`src/rtl/mips_pkg.sv`:
```
// rtl/mips_pkg.sv - opcodes, FSM state encoding and control-field encodings for the multicycle controller.
// MULTICYCLE_JAL_EN adds the JALEX state (code 12).
package mips_pkg;

  localparam logic [5:0] OP_RTYPE = 6'b000000;
  localparam logic [5:0] OP_LW    = 6'b100011;
  localparam logic [5:0] OP_SW    = 6'b101011;
  localparam logic [5:0] OP_BEQ   = 6'b000100;
  localparam logic [5:0] OP_ADDI  = 6'b001000;
  localparam logic [5:0] OP_J     = 6'b000010;
  localparam logic [5:0] OP_JAL   = 6'b000011;

  typedef enum logic [3:0] {
    S_FETCH  = 4'd0,
    S_DECODE = 4'd1,
    S_MEMADR = 4'd2,
    S_MEMRD  = 4'd3,
    S_MEMWB  = 4'd4,
    S_MEMWR  = 4'd5,
    S_RTEX   = 4'd6,
    S_RTWB   = 4'd7,
    S_BEQEX  = 4'd8,
    S_ADDIEX = 4'd9,
    S_ADDIWB = 4'd10,
    S_JEX    = 4'd11
`ifdef MULTICYCLE_JAL_EN
    ,S_JALEX = 4'd12
`endif
  } state_t;

  localparam logic [1:0] ALUOP_ADD   = 2'b00;
  localparam logic [1:0] ALUOP_SUB   = 2'b01;
  localparam logic [1:0] ALUOP_FUNCT = 2'b10;

  localparam logic [1:0] PCSRC_ALU    = 2'b00;
  localparam logic [1:0] PCSRC_ALUOUT = 2'b01;
  localparam logic [1:0] PCSRC_JUMP   = 2'b10;

  localparam logic [1:0] ALUSRCB_REG    = 2'b00;
  localparam logic [1:0] ALUSRCB_FOUR   = 2'b01;
  localparam logic [1:0] ALUSRCB_IMM    = 2'b10;
  localparam logic [1:0] ALUSRCB_BRANCH = 2'b11;

  localparam logic [1:0] REGDST_RT = 2'b00;
  localparam logic [1:0] REGDST_RD = 2'b01;
  localparam logic [1:0] REGDST_RA = 2'b10;

  localparam logic [1:0] MEMTOREG_ALU = 2'b00;
  localparam logic [1:0] MEMTOREG_MEM = 2'b01;
  localparam logic [1:0] MEMTOREG_PC  = 2'b10;

  typedef struct packed {
    logic       PCWrite;
    logic       PCWriteCond;
    logic       IorD;
    logic       MemRead;
    logic       MemWrite;
    logic       IRWrite;
    logic       ALUSrcA;
    logic       RegWrite;
    logic [1:0] RegDst;
    logic [1:0] MemtoReg;
    logic [1:0] ALUSrcB;
    logic [1:0] ALUOp;
    logic [1:0] PCSource;
    logic       illegal;
    logic       retire;
  } ctrl_t;

endpackage

```
`src/rtl/multicycle_control_if.sv`:
```
// rtl/multicycle_control_if.sv - opcode/memory-ready inputs and datapath control outputs of the multicycle controller.
interface multicycle_control_if;

  logic [5:0] Opcode;
  logic       mem_ready;

  logic       PCWrite;
  logic       PCWriteCond;
  logic       IorD;
  logic       MemRead;
  logic       MemWrite;
  logic       IRWrite;
  logic       ALUSrcA;
  logic       RegWrite;
  logic [1:0] RegDst;
  logic [1:0] MemtoReg;
  logic [1:0] ALUSrcB;
  logic [1:0] ALUOp;
  logic [1:0] PCSource;
  logic       illegal;
  logic       retire;

  modport master (
    output Opcode, mem_ready,
    input  PCWrite, PCWriteCond, IorD, MemRead, MemWrite, IRWrite, ALUSrcA, RegWrite,
    input  RegDst, MemtoReg, ALUSrcB, ALUOp, PCSource, illegal, retire
  );

  modport slave (
    input  Opcode, mem_ready,
    output PCWrite, PCWriteCond, IorD, MemRead, MemWrite, IRWrite, ALUSrcA, RegWrite,
    output RegDst, MemtoReg, ALUSrcB, ALUOp, PCSource, illegal, retire
  );

endinterface

```
`src/rtl/mc_output_decode.sv`:
```
// rtl/mc_output_decode.sv - maps FSM state and mem_ready to the control word; reset forces every output low.
// MULTICYCLE_JAL_EN enables the JALEX decode.
module mc_output_decode
  import mips_pkg::*;
(
  input  logic   i_reset,
  input  state_t i_state,
  input  logic   i_mem_ready,
  input  logic   i_illegal_op,
  output ctrl_t  o_ctrl
);

  always_comb begin
    o_ctrl = '0;
    if (!i_reset) begin
      case (i_state)
        S_FETCH: begin
          o_ctrl.MemRead = 1'b1;
          o_ctrl.ALUSrcB = ALUSRCB_FOUR;
          o_ctrl.IRWrite = i_mem_ready;
          o_ctrl.PCWrite = i_mem_ready;
        end
        S_DECODE: begin
          o_ctrl.ALUSrcB = ALUSRCB_BRANCH;
          o_ctrl.illegal = i_illegal_op;
        end
        S_MEMADR: begin
          o_ctrl.ALUSrcA = 1'b1;
          o_ctrl.ALUSrcB = ALUSRCB_IMM;
        end
        S_MEMRD: begin
          o_ctrl.IorD    = 1'b1;
          o_ctrl.MemRead = 1'b1;
        end
        S_MEMWB: begin
          o_ctrl.MemtoReg = MEMTOREG_MEM;
          o_ctrl.RegWrite = 1'b1;
          o_ctrl.retire   = 1'b1;
        end
        S_MEMWR: begin
          o_ctrl.IorD     = 1'b1;
          o_ctrl.MemWrite = 1'b1;
          o_ctrl.retire   = i_mem_ready;
        end
        S_RTEX: begin
          o_ctrl.ALUSrcA = 1'b1;
          o_ctrl.ALUOp   = ALUOP_FUNCT;
        end
        S_RTWB: begin
          o_ctrl.RegDst   = REGDST_RD;
          o_ctrl.RegWrite = 1'b1;
          o_ctrl.retire   = 1'b1;
        end
        S_BEQEX: begin
          o_ctrl.ALUSrcA     = 1'b1;
          o_ctrl.ALUOp       = ALUOP_SUB;
          o_ctrl.PCWriteCond = 1'b1;
          o_ctrl.PCSource    = PCSRC_ALUOUT;
          o_ctrl.retire      = 1'b1;
        end
        S_ADDIEX: begin
          o_ctrl.ALUSrcA = 1'b1;
          o_ctrl.ALUSrcB = ALUSRCB_IMM;
        end
        S_ADDIWB: begin
          o_ctrl.RegWrite = 1'b1;
          o_ctrl.retire   = 1'b1;
        end
        S_JEX: begin
          o_ctrl.PCWrite  = 1'b1;
          o_ctrl.PCSource = PCSRC_JUMP;
          o_ctrl.retire   = 1'b1;
        end
`ifdef MULTICYCLE_JAL_EN
        S_JALEX: begin
          o_ctrl.PCWrite  = 1'b1;
          o_ctrl.PCSource = PCSRC_JUMP;
          o_ctrl.RegDst   = REGDST_RA;
          o_ctrl.MemtoReg = MEMTOREG_PC;
          o_ctrl.RegWrite = 1'b1;
          o_ctrl.retire   = 1'b1;
        end
`endif
        default: o_ctrl = '0;
      endcase
    end
  end

endmodule

```
`src/rtl/multicycle_control.sv`:
```
// rtl/multicycle_control.sv - multicycle MIPS control FSM: state register and next-state logic.
// MULTICYCLE_JAL_EN makes opcode 000011 (jal) legal via JALEX.
module multicycle_control
  import mips_pkg::*;
(
  input  logic                 clk,
  input  logic                 reset,
  multicycle_control_if.slave  bus
);

  state_t r_state;
  state_t w_next;
  logic   w_illegal_op;
  ctrl_t  w_ctrl;

  always_ff @(posedge clk) begin
    if (reset) r_state <= S_FETCH;
    else       r_state <= w_next;
  end

  always_comb begin
    w_next       = S_FETCH;
    w_illegal_op = 1'b0;
    case (r_state)
      S_FETCH:  w_next = bus.mem_ready ? S_DECODE : S_FETCH;
      S_DECODE: begin
        case (bus.Opcode)
          OP_RTYPE:     w_next = S_RTEX;
          OP_LW, OP_SW: w_next = S_MEMADR;
          OP_BEQ:       w_next = S_BEQEX;
          OP_ADDI:      w_next = S_ADDIEX;
          OP_J:         w_next = S_JEX;
`ifdef MULTICYCLE_JAL_EN
          OP_JAL:       w_next = S_JALEX;
`endif
          default: begin
            w_next       = S_FETCH;
            w_illegal_op = 1'b1;
          end
        endcase
      end
      // Only lw and sw reach MEMADR, so anything that is not lw is treated as sw.
      S_MEMADR: w_next = (bus.Opcode == OP_LW) ? S_MEMRD : S_MEMWR;
      S_MEMRD:  w_next = bus.mem_ready ? S_MEMWB : S_MEMRD;
      S_MEMWR:  w_next = bus.mem_ready ? S_FETCH : S_MEMWR;
      S_RTEX:   w_next = S_RTWB;
      S_ADDIEX: w_next = S_ADDIWB;
      default:  w_next = S_FETCH;
    endcase
  end

  mc_output_decode u_output_decode (
    .i_reset      (reset),
    .i_state      (r_state),
    .i_mem_ready  (bus.mem_ready),
    .i_illegal_op (w_illegal_op),
    .o_ctrl       (w_ctrl)
  );

  assign bus.PCWrite     = w_ctrl.PCWrite;
  assign bus.PCWriteCond = w_ctrl.PCWriteCond;
  assign bus.IorD        = w_ctrl.IorD;
  assign bus.MemRead     = w_ctrl.MemRead;
  assign bus.MemWrite    = w_ctrl.MemWrite;
  assign bus.IRWrite     = w_ctrl.IRWrite;
  assign bus.ALUSrcA     = w_ctrl.ALUSrcA;
  assign bus.RegWrite    = w_ctrl.RegWrite;
  assign bus.RegDst      = w_ctrl.RegDst;
  assign bus.MemtoReg    = w_ctrl.MemtoReg;
  assign bus.ALUSrcB     = w_ctrl.ALUSrcB;
  assign bus.ALUOp       = w_ctrl.ALUOp;
  assign bus.PCSource    = w_ctrl.PCSource;
  assign bus.illegal     = w_ctrl.illegal;
  assign bus.retire      = w_ctrl.retire;

endmodule

```
`src/flat_wrapper.sv`:
```
// flat-port wrapper written by rule: the top's interface ports become plain ports
module multicycle_control_flat import mips_pkg::*;
  (clk, reset, bus_Opcode, bus_mem_ready, bus_PCWrite, bus_PCWriteCond, bus_IorD, bus_MemRead, bus_MemWrite, bus_IRWrite, bus_ALUSrcA, bus_RegWrite, bus_RegDst, bus_MemtoReg, bus_ALUSrcB, bus_ALUOp, bus_PCSource, bus_illegal, bus_retire);
  multicycle_control_if bus_i ();
  input  logic clk;
  input  logic reset;
  input wire logic [$bits(bus_i.Opcode)-1:0] bus_Opcode;
  input wire logic [$bits(bus_i.mem_ready)-1:0] bus_mem_ready;
  output wire logic [$bits(bus_i.PCWrite)-1:0] bus_PCWrite;
  output wire logic [$bits(bus_i.PCWriteCond)-1:0] bus_PCWriteCond;
  output wire logic [$bits(bus_i.IorD)-1:0] bus_IorD;
  output wire logic [$bits(bus_i.MemRead)-1:0] bus_MemRead;
  output wire logic [$bits(bus_i.MemWrite)-1:0] bus_MemWrite;
  output wire logic [$bits(bus_i.IRWrite)-1:0] bus_IRWrite;
  output wire logic [$bits(bus_i.ALUSrcA)-1:0] bus_ALUSrcA;
  output wire logic [$bits(bus_i.RegWrite)-1:0] bus_RegWrite;
  output wire logic [$bits(bus_i.RegDst)-1:0] bus_RegDst;
  output wire logic [$bits(bus_i.MemtoReg)-1:0] bus_MemtoReg;
  output wire logic [$bits(bus_i.ALUSrcB)-1:0] bus_ALUSrcB;
  output wire logic [$bits(bus_i.ALUOp)-1:0] bus_ALUOp;
  output wire logic [$bits(bus_i.PCSource)-1:0] bus_PCSource;
  output wire logic [$bits(bus_i.illegal)-1:0] bus_illegal;
  output wire logic [$bits(bus_i.retire)-1:0] bus_retire;
  assign bus_i.Opcode = bus_Opcode;
  assign bus_i.mem_ready = bus_mem_ready;
  assign bus_PCWrite = bus_i.PCWrite;
  assign bus_PCWriteCond = bus_i.PCWriteCond;
  assign bus_IorD = bus_i.IorD;
  assign bus_MemRead = bus_i.MemRead;
  assign bus_MemWrite = bus_i.MemWrite;
  assign bus_IRWrite = bus_i.IRWrite;
  assign bus_ALUSrcA = bus_i.ALUSrcA;
  assign bus_RegWrite = bus_i.RegWrite;
  assign bus_RegDst = bus_i.RegDst;
  assign bus_MemtoReg = bus_i.MemtoReg;
  assign bus_ALUSrcB = bus_i.ALUSrcB;
  assign bus_ALUOp = bus_i.ALUOp;
  assign bus_PCSource = bus_i.PCSource;
  assign bus_illegal = bus_i.illegal;
  assign bus_retire = bus_i.retire;
  multicycle_control u_core (.clk(clk), .reset(reset), .bus(bus_i));
endmodule
```
`config.mk`:
```
export PLATFORM = sky130hd
export DESIGN_NAME = multicycle_control_flat
export DESIGN_NICKNAME = d
export VERILOG_FILES = /design/src/rtl/mips_pkg.sv /design/src/rtl/multicycle_control_if.sv /design/src/rtl/mc_output_decode.sv /design/src/rtl/multicycle_control.sv /design/src/flat_wrapper.sv
export SDC_FILE = /design/constraint.sdc
export NUM_CORES = 1
export LEC_CHECK = 0
export CORE_MARGIN = 4
export CORE_UTILIZATION = 39
export CTS_CLUSTER_SIZE = 24
export DETAILED_ROUTE_END_ITERATION = 10
export PLACE_DENSITY_LB_ADDON = 0.12
export RECOVER_POWER = 25
export SYNTH_ARGS = -nofsm -noshare
export SYNTH_HDL_FRONTEND = slang
export SYNTH_SLANG_ARGS = --single-unit
```
`constraint.sdc`:
```
create_clock -name clk -period 1.8 [get_ports clk]
set_clock_uncertainty 0.2 [all_clocks]
set_input_delay 0.36 -clock clk [delete_from_list [all_inputs] [get_ports clk]]
set_output_delay 0.36 -clock clk [all_outputs]
set_load 0.005 [all_outputs]
```
==> results.json, run 1 <==
{
  "status": "complete, but fails checks",
  "violations": "negative setup slack",
  "drive_gt1_frac": 0.651,
  "overflow": 0,
  "yosysTopAreaCell": "dfxtp_1",
  "worst-path-buf-inv": 3,
  "antenna_cells": 0,
  "min-delay-start": "bus_Opcode[1]",
  "grt_pass1_vias": 915,
  "final_common_cell": "buf_4",
  "rsz0062_at_grt": "yes",
  "ys.flop_type": "dfxtp_1",
  "cts_tree": "done",
  "crit_top_cell": "buf_6",
  "antenna_found_initial": 0,
  "clock-sinks": 4,
  "wl_per_cell_um": 21.4,
  "synth_area_leaders": "dfxtp_1 13%, nor2_1 9.3%, nor2b_1 5.2%",
  "grtUsageMet2": 0.430,
  "grt_max_degree": 9,
  "fmax_ghz": 0.505,
  "cpMaxStageDelayCell": "dfxtp_4",
  "reg2regPathDepth": 8,
  "grtUsageMet3": 0.0460,
  "finalSetupViolCount": 15,
  "crit_fanout": 4,
  "postSynth.asyncResetShare": 0,
  "die_w_um": 47.3,
  "p_per_area_nw_per_um2": 298,
  "fin_total_pwr_uw": 392,
  "dp_cells": 152,
  "initialDrtViolationCount": 74,
  "slew_violations": 0,
  "num_vias": 1004,
  "hp-class": "input pin to flip-flop",
  "totalNegativeSetupSlack_ns": -1.22,
  "design_area_um2": 1320,
  "htreeDepth": 1,
  "top_regs": "u_core.r_state x4",
  "worst_path_largest_cell_delay_ns": 0.35,
  "yosys_warnings": 0,
  "crit_required_ns": 1.24,
  "synth_top_area_share": 0.133,
  "fin_nets": 163,
  "fillers": 38,
  "start_util": 0.436,
  "path_cells": "buf_6 -> buf_6 -> nand3b_1 -> nor2_1 -> or2_1 -> buf_2",
  "largest_reg_flops": 4,
  "path_depth": 6,
  "met1_usage": 0.335,
  "drv_cap": 0,
  "synth_edf_count": 0,
  "setup_ws_ns": -0.181,
  "cts_made_buffers": 3,
  "die_area_um2": 2240,
  "clkTransAtPathRegs_ns": 0.04,
  "ys_seq_area_frac": 0.133,
  "endpoint_kind": "output port",
  "dr.pass1.iters": 5,
  "globalplace.congestion": 0.840,
  "r2r_end": "u_core.r_state[0]",
  "area_growth_pct": 118,
  "rows": 13,
  "path_class": "flip-flop to output port",
  "syn-cell-area_um2": 603,
  "gr-max-usage-layer": "met2",
  "die_h_um": 47.3,
  "ys_types": 37,
  "remaining_drc_errors": 0,
  "fin_crit_sh": 1.10,
  "crit_path_start_kind": "flip-flop",
  "clockRootBuffer": "clkbuf_4",
  "io_pins": 29,
  "peakVddDrop_mv": 0.422,
  "regToRegSetupSlack_ns": 0.02,
  "insertion_delay_ns": 0.23,
  "hold_viol_final": 0,
  "fin_cells": 167,
  "io_buffers": 26,
  "dpl.hpwl_mm": 1.73,
  "synth.avg_cell_area_um2": 6.63,
  "ant_nets": 0,
  "min_period_ns": 1.98,
  "min_to": "u_core.r_state[2]",
  "final_util": 0.953,
  "final_cell_mix": "29 x buf_4, 18 x buf_2, 16 x buf_6, 11 x nor2_1, 4 x dfxtp_4",
  "p_leak_nw": 0.584,
  "ys_seq_elements": 4,
  "routed_wl_mm": 3.58,
  "hold_depth": 5,
  "crit_family": "simple AND/OR/NAND/NOR gates",
  "via_per_inst": 6.01,
  "core_area_um2": 1380,
  "reg2reg_from": "u_core.r_state[0]",
  "hold_ws_ns": 0.344,
  "place_ws_ns": -0.737,
  "cts_max_path_buffers": 2,
  "postCtsHoldBufs": 0,
  "top_register": "u_core.r_state",
  "dpl_cell_area_um2": 1040,
  "grt_pass1_wl_mm": 4.20,
  "synthCells": 91,
  "worstPathArrival_ns": 1.42,
  "grtUsageTotal": 0.267
}
-- where the power goes --
group	switching, mW	internal (mW)	leakage [nW]	total [mW]
sequential	0.00354	0.0866	0.0355	0.0902
combinational	0.0855	0.105	0.534	0.190
clock	0.0371	0.0746	0.0138	0.112
total	0.126	0.266	0.584	0.392
-- worst register-to-register path, delay by kind of cell (launching register included) --
family | cells | cell delay, ns
xor+xnor | 1 | 0.17
buf+inv | 4 | 0.49
compound gates | 2 | 0.40
flops | 1 | 0.35
simple gates | 1 | 0.04
-- worst max path at each step --
stage                 startpoint           to  slack (ns)
3_3_place_gp       bus_Opcode[2]  bus_illegal       -0.73
3_5_place_dp       bus_Opcode[3]  bus_illegal       -0.74
6_report       u_core.r_state[0]  bus_PCWrite       -0.18
5_1_grt        u_core.r_state[0]  bus_PCWrite       -0.22
2_1_floorplan      bus_Opcode[3]  bus_illegal        0.03
4_1_cts            bus_Opcode[1]  bus_illegal       -0.12
-- layer usage --
metal  vias up  routed length [um]  part of all wire
met3        18                 359              0.10
met1       462                1290              0.36
met4         0                 195             0.054
li1        439                   -                 -
met5         -                   0                 0
met2        85                1740              0.49
-- timing repair --
action,4_1_cts,5_1_grt
endpoints found under the hold margin,0,0
setup buffers,7,6
gates resized for setup,123,27
setup endpoints to repair,19,20
pin swaps,14,14
-- logic make-up (layout without fill, tap and decap cells) --
logic type / Yosys count / in the layout / share of synthesized area
simple gates: 48 / 48 / 0.417
flops: 4 / 4 / 0.133
buf+inv: 13 / 73 / 0.129
fa+ha+maj: 1 / 1 / 0.0187
other cells: 1 / 2 / 0.00622
xor+xnor: 4 / 4 / 0.0581
compound gates: 20 / 20 / 0.239
-- area by class of cell --
class / instances / area (um2) / area share
Sequential cell: 4 / 95.1 / 0.0722
Inverter: 2 / 10.0 / 0.00760
Multi-Input combinational cell: 75 / 627 / 0.476
Timing Repair Buffer: 68 / 544 / 0.413
Clock buffer: 3 / 22.5 / 0.0171
Tap cell: 15 / 18.8 / 0.0142
-- cell usage after synthesis, types with 2 or more instances --
master / n
nor2_1: 15
nor3_1: 6
buf_2: 5
nand2_1: 5
nor2b_1: 5
a21oi_1: 4
buf_4: 4
dfxtp_1: 4
nand2b_1: 4
and3_1: 3
nand3_1: 3
o21ai_0: 3
a31oi_1: 2
inv_1: 2
nor3b_1: 2
xnor2_1: 2
xor2_1: 2
Note: power is estimated with default switching activity, not from simulation.
==> run 2: changes to the inputs <==
--- a/config.mk
+++ b/config.mk
@@ -5,12 +5,13 @@
 export SDC_FILE = /design/constraint.sdc
 export NUM_CORES = 1
 export LEC_CHECK = 0
-export CORE_MARGIN = 4
+export CORE_MARGIN = 2
 export CORE_UTILIZATION = 39
 export CTS_CLUSTER_SIZE = 24
 export DETAILED_ROUTE_END_ITERATION = 10
 export PLACE_DENSITY_LB_ADDON = 0.12
 export RECOVER_POWER = 25
+export SKIP_CTS_REPAIR_TIMING = 1
 export SYNTH_ARGS = -nofsm -noshare
 export SYNTH_HDL_FRONTEND = slang
 export SYNTH_SLANG_ARGS = --single-unit
==> constraint.sdc (replaced) <==
create_clock -name clk -period 1.8 [get_ports clk]
set_clock_uncertainty 0.2 [all_clocks]
set_input_delay 0.36 -clock clk [delete_from_list [all_inputs] [get_ports clk]]
set_output_delay 0.36 -clock clk [all_outputs]
set_load 0.1 [all_outputs]
==> results.json, run 2 <==
{
  "ys_top_cells_by_count": "15 x nor2_1, 6 x nor3_1, 5 x buf_2, 5 x nand2_1, 5 x nor2b_1",
  "die_h_um": 43.3,
  "yosysMostFrequentCell": "nor2_1",
  "dpl.hpwl_mm": 2.81,
  "synth_area_leaders": "dfxtp_1 13%, nor2_1 9.3%, nor2b_1 5.2%",
  "die_w_um": 43.3,
  "clock-sinks": 4,
  "yosys_warnings": 0,
  "ys_seq_area_frac": 0.133,
  "ys_types": 37,
  "synthCells": 91,
  "cts_max_path_buffers": 2,
  "io_pins": 29,
  "haltStage": "global routing (5_1_grt)",
  "postSynth.asyncResetShare": 0,
  "dpl_cell_area_um2": 1430,
  "error_line": "[ERROR DPL-0038] Utilization greater than 100%, impossible to legalize",
  "rows": 14,
  "globalplace.congestion": 0.946,
  "status": "did not finish",
  "yosysTopAreaCell": "dfxtp_1",
  "synth.avg_cell_area_um2": 6.63,
  "htreeDepth": 1,
  "syn-cell-area_um2": 603,
  "place_ws_ns": -0.618,
  "synth_top_area_share": 0.133,
  "grt_max_degree": 10,
  "io_buffers": 26,
  "synth_edf_count": 0,
  "ys.flop_type": "dfxtp_1",
  "cts_made_buffers": 3,
  "clockRootBuffer": "clkbuf_4",
  "ys_seq_elements": 4,
  "grt-worst-endpoint": "bus_illegal",
  "start_util": 0.410,
  "worst_endpoint_kind": "primary output"
}
## run 2: cell counts after synthesis
No cell type changed its count.
## run 2: kinds of logic after synthesis
kind of cell,after synthesis,synth area share
AO/OA/AOI/OAI,20,0.239
XOR/XNOR,4,0.0581
adder cells (fa/ha/maj),1,0.0187
buffers and inverters,13,0.129
flip-flops,4,0.133
other,1,0.00622
AND/OR/NAND/NOR,48,0.417
## run 2: through the flow
stage,instances,setup TNS (ns),hold slack (ns)
2_1_floorplan,92,-3.87,0.361
3_3_place_gp,153,-6.46,0.400
3_5_place_dp,153,-7.58,0.417
4_1_cts,156,-8.64,0.445
==> run 3: changes to the inputs <==
--- a/config.mk
+++ b/config.mk
@@ -5,11 +5,10 @@
 export SDC_FILE = /design/constraint.sdc
 export NUM_CORES = 1
 export LEC_CHECK = 0
-export CORE_MARGIN = 2
-export CORE_UTILIZATION = 39
-export CTS_CLUSTER_SIZE = 24
+export CORE_AREA = 2 2 63 65
 export DETAILED_ROUTE_END_ITERATION = 10
-export PLACE_DENSITY_LB_ADDON = 0.12
+export DIE_AREA = 0 0 65 67
+export PLACE_DENSITY_LB_ADDON = 0.15
 export RECOVER_POWER = 25
 export SKIP_CTS_REPAIR_TIMING = 1
 export SYNTH_ARGS = -nofsm -noshare
==> results.json, run 3 (synthesized netlist as in run 1, its figures left out) <==
{
  "cts_max_path_buffers": 2,
  "htreeDepth": 1,
  "drv_cap": 0,
  "wl_per_cell_um": 12.1,
  "worstPathArrival_ns": 1.49,
  "antenna_cells": 0,
  "crit_fanout": 2,
  "overflow": 0,
  "die_h_um": 67,
  "setup_ws_ns": -0.246,
  "p_leak_nw": 0.691,
  "switchingPower_uw": 209,
  "rsz0062_at_grt": "yes",
  "dpl_cell_area_um2": 1480,
  "grtUsageTotal": 0.110,
  "globalplace.congestion": 0.761,
  "slew_violations": 0,
  "die_area_um2": 4360,
  "io_buffers": 26,
  "design_area_um2": 1730,
  "hold_viol_final": 0,
  "io_pins": 29,
  "final_util": 0.481,
  "min_period_ns": 2.05,
  "grt_pass1_wl_mm": 3.79,
  "clkPwrFrac": 0.328,
  "seq_power_share": 0.164,
  "routed_wl_mm": 2.43,
  "drive_gt1_frac": 0.706,
  "core_area_um2": 3610,
  "critPathLaunch": "bus_Opcode[2]",
  "p_per_area_nw_per_um2": 326,
  "start_util": 0.167,
  "place_ws_ns": -0.599,
  "cts_tree": "done",
  "status": "complete, but fails checks",
  "finalSetupViolCount": 18,
  "fin_nets": 164,
  "largest_reg_flops": 4,
  "dpl.hpwl_mm": 1.88,
  "final_cell_mix": "33 x buf_4, 19 x buf_12, 12 x buf_6, 6 x nor2_4, 6 x nor2_1",
  "antenna_found_initial": 0,
  "die_w_um": 65,
  "crit_required_ns": 1.24,
  "clkTransAtPathRegs_ns": 0.03,
  "top_register": "u_core.r_state",
  "grt_max_degree": 10,
  "path_class": "input pin to output port",
  "clockRootBuffer": "clkbuf_8",
  "grt_pass1_vias": 800,
  "violations": "negative setup slack",
  "fmax_ghz": 0.489,
  "final_common_cell": "buf_4",
  "peakVddDrop_mv": 0.639,
  "p_comb_frac": 0.507,
  "insertion_delay_ns": 0.21,
  "via_per_inst": 4.36,
  "top_regs": "u_core.r_state x4",
  "dr.pass1.iters": 4,
  "clock-sinks": 4,
  "area_growth_pct": 188,
  "num_vias": 877,
  "endpoint_kind": "output port",
  "ant_nets": 0,
  "internal-power_uw": 357,
  "initialDrtViolationCount": 27,
  "cts_made_buffers": 3,
  "fin_total_pwr_uw": 565,
  "swShare": 0.369,
  "min-delay-start": "bus_Opcode[1]",
  "hp-class": "input pin to flip-flop",
  "crit_path_start_kind": "input pin",
  "fin_crit_sh": 1.14,
  "remaining_drc_errors": 0,
  "rows": 22,
  "reg2reg_from": "u_core.r_state[1]"
}
[run 3: worst paths after layout]
path,endpoint,slack [ns],depth (start not counted)
max,bus_illegal,-0.25,6
min,u_core.r_state[2],0.33,5
max reg2reg,u_core.r_state[1],0.20,6
min reg2reg,u_core.r_state[3],0.42,2
[run 3: per-layer routing]
| metal | track usage | vias to the layer above | part of all wire |
|---|---|---|---|
| met5 | 0 | - | 0 |
| met2 | 0.201 | 25 | 0.54 |
| met3 | 0.0270 | 0 | 0.049 |
| met4 | 0.00798 | 0 | 0 |
| li1 | - | 444 | - |
| met1 | 0.136 | 408 | 0.41 |
[run 3: power by group through the flow]
stage	logic [mW]	registers (mW)	clock network, mW
after floorplan	0.170	0.0952	0
after global placement	0.264	0.0981	0
after detailed placement	0.266	0.0981	0
after CTS	0.267	0.0969	0.192
after global routing	0.301	0.0936	0.203
final	0.287	0.0928	0.186
[run 3: cell type report]
class	count	area, um2
tap	48	60.1
multi-input combinational	75	709
timing repair buffer	69	818
inverter	2	10.0
clock buffer	3	41.3
fill	333	1870
sequential	4	95.1
[run 3: stage by stage]
step	cells	setup TNS, ns	hold slack, ns
after floorplan	92	-3.87	0.361
after global placement	188	-7.19	0.439
after detailed placement	188	-7.54	0.441
after CTS	191	-7.01	0.449
after global routing	201	-3.74	0.336
final	201	-2.76	0.331
[run 3: critical path, cell delays in order]
cell and delay [ns]:
buf_6 0.10, maj3_2 0.29, o32a_1 0.34, nor2_2 0.16, nor3_4 0.07, buf_12 0.16
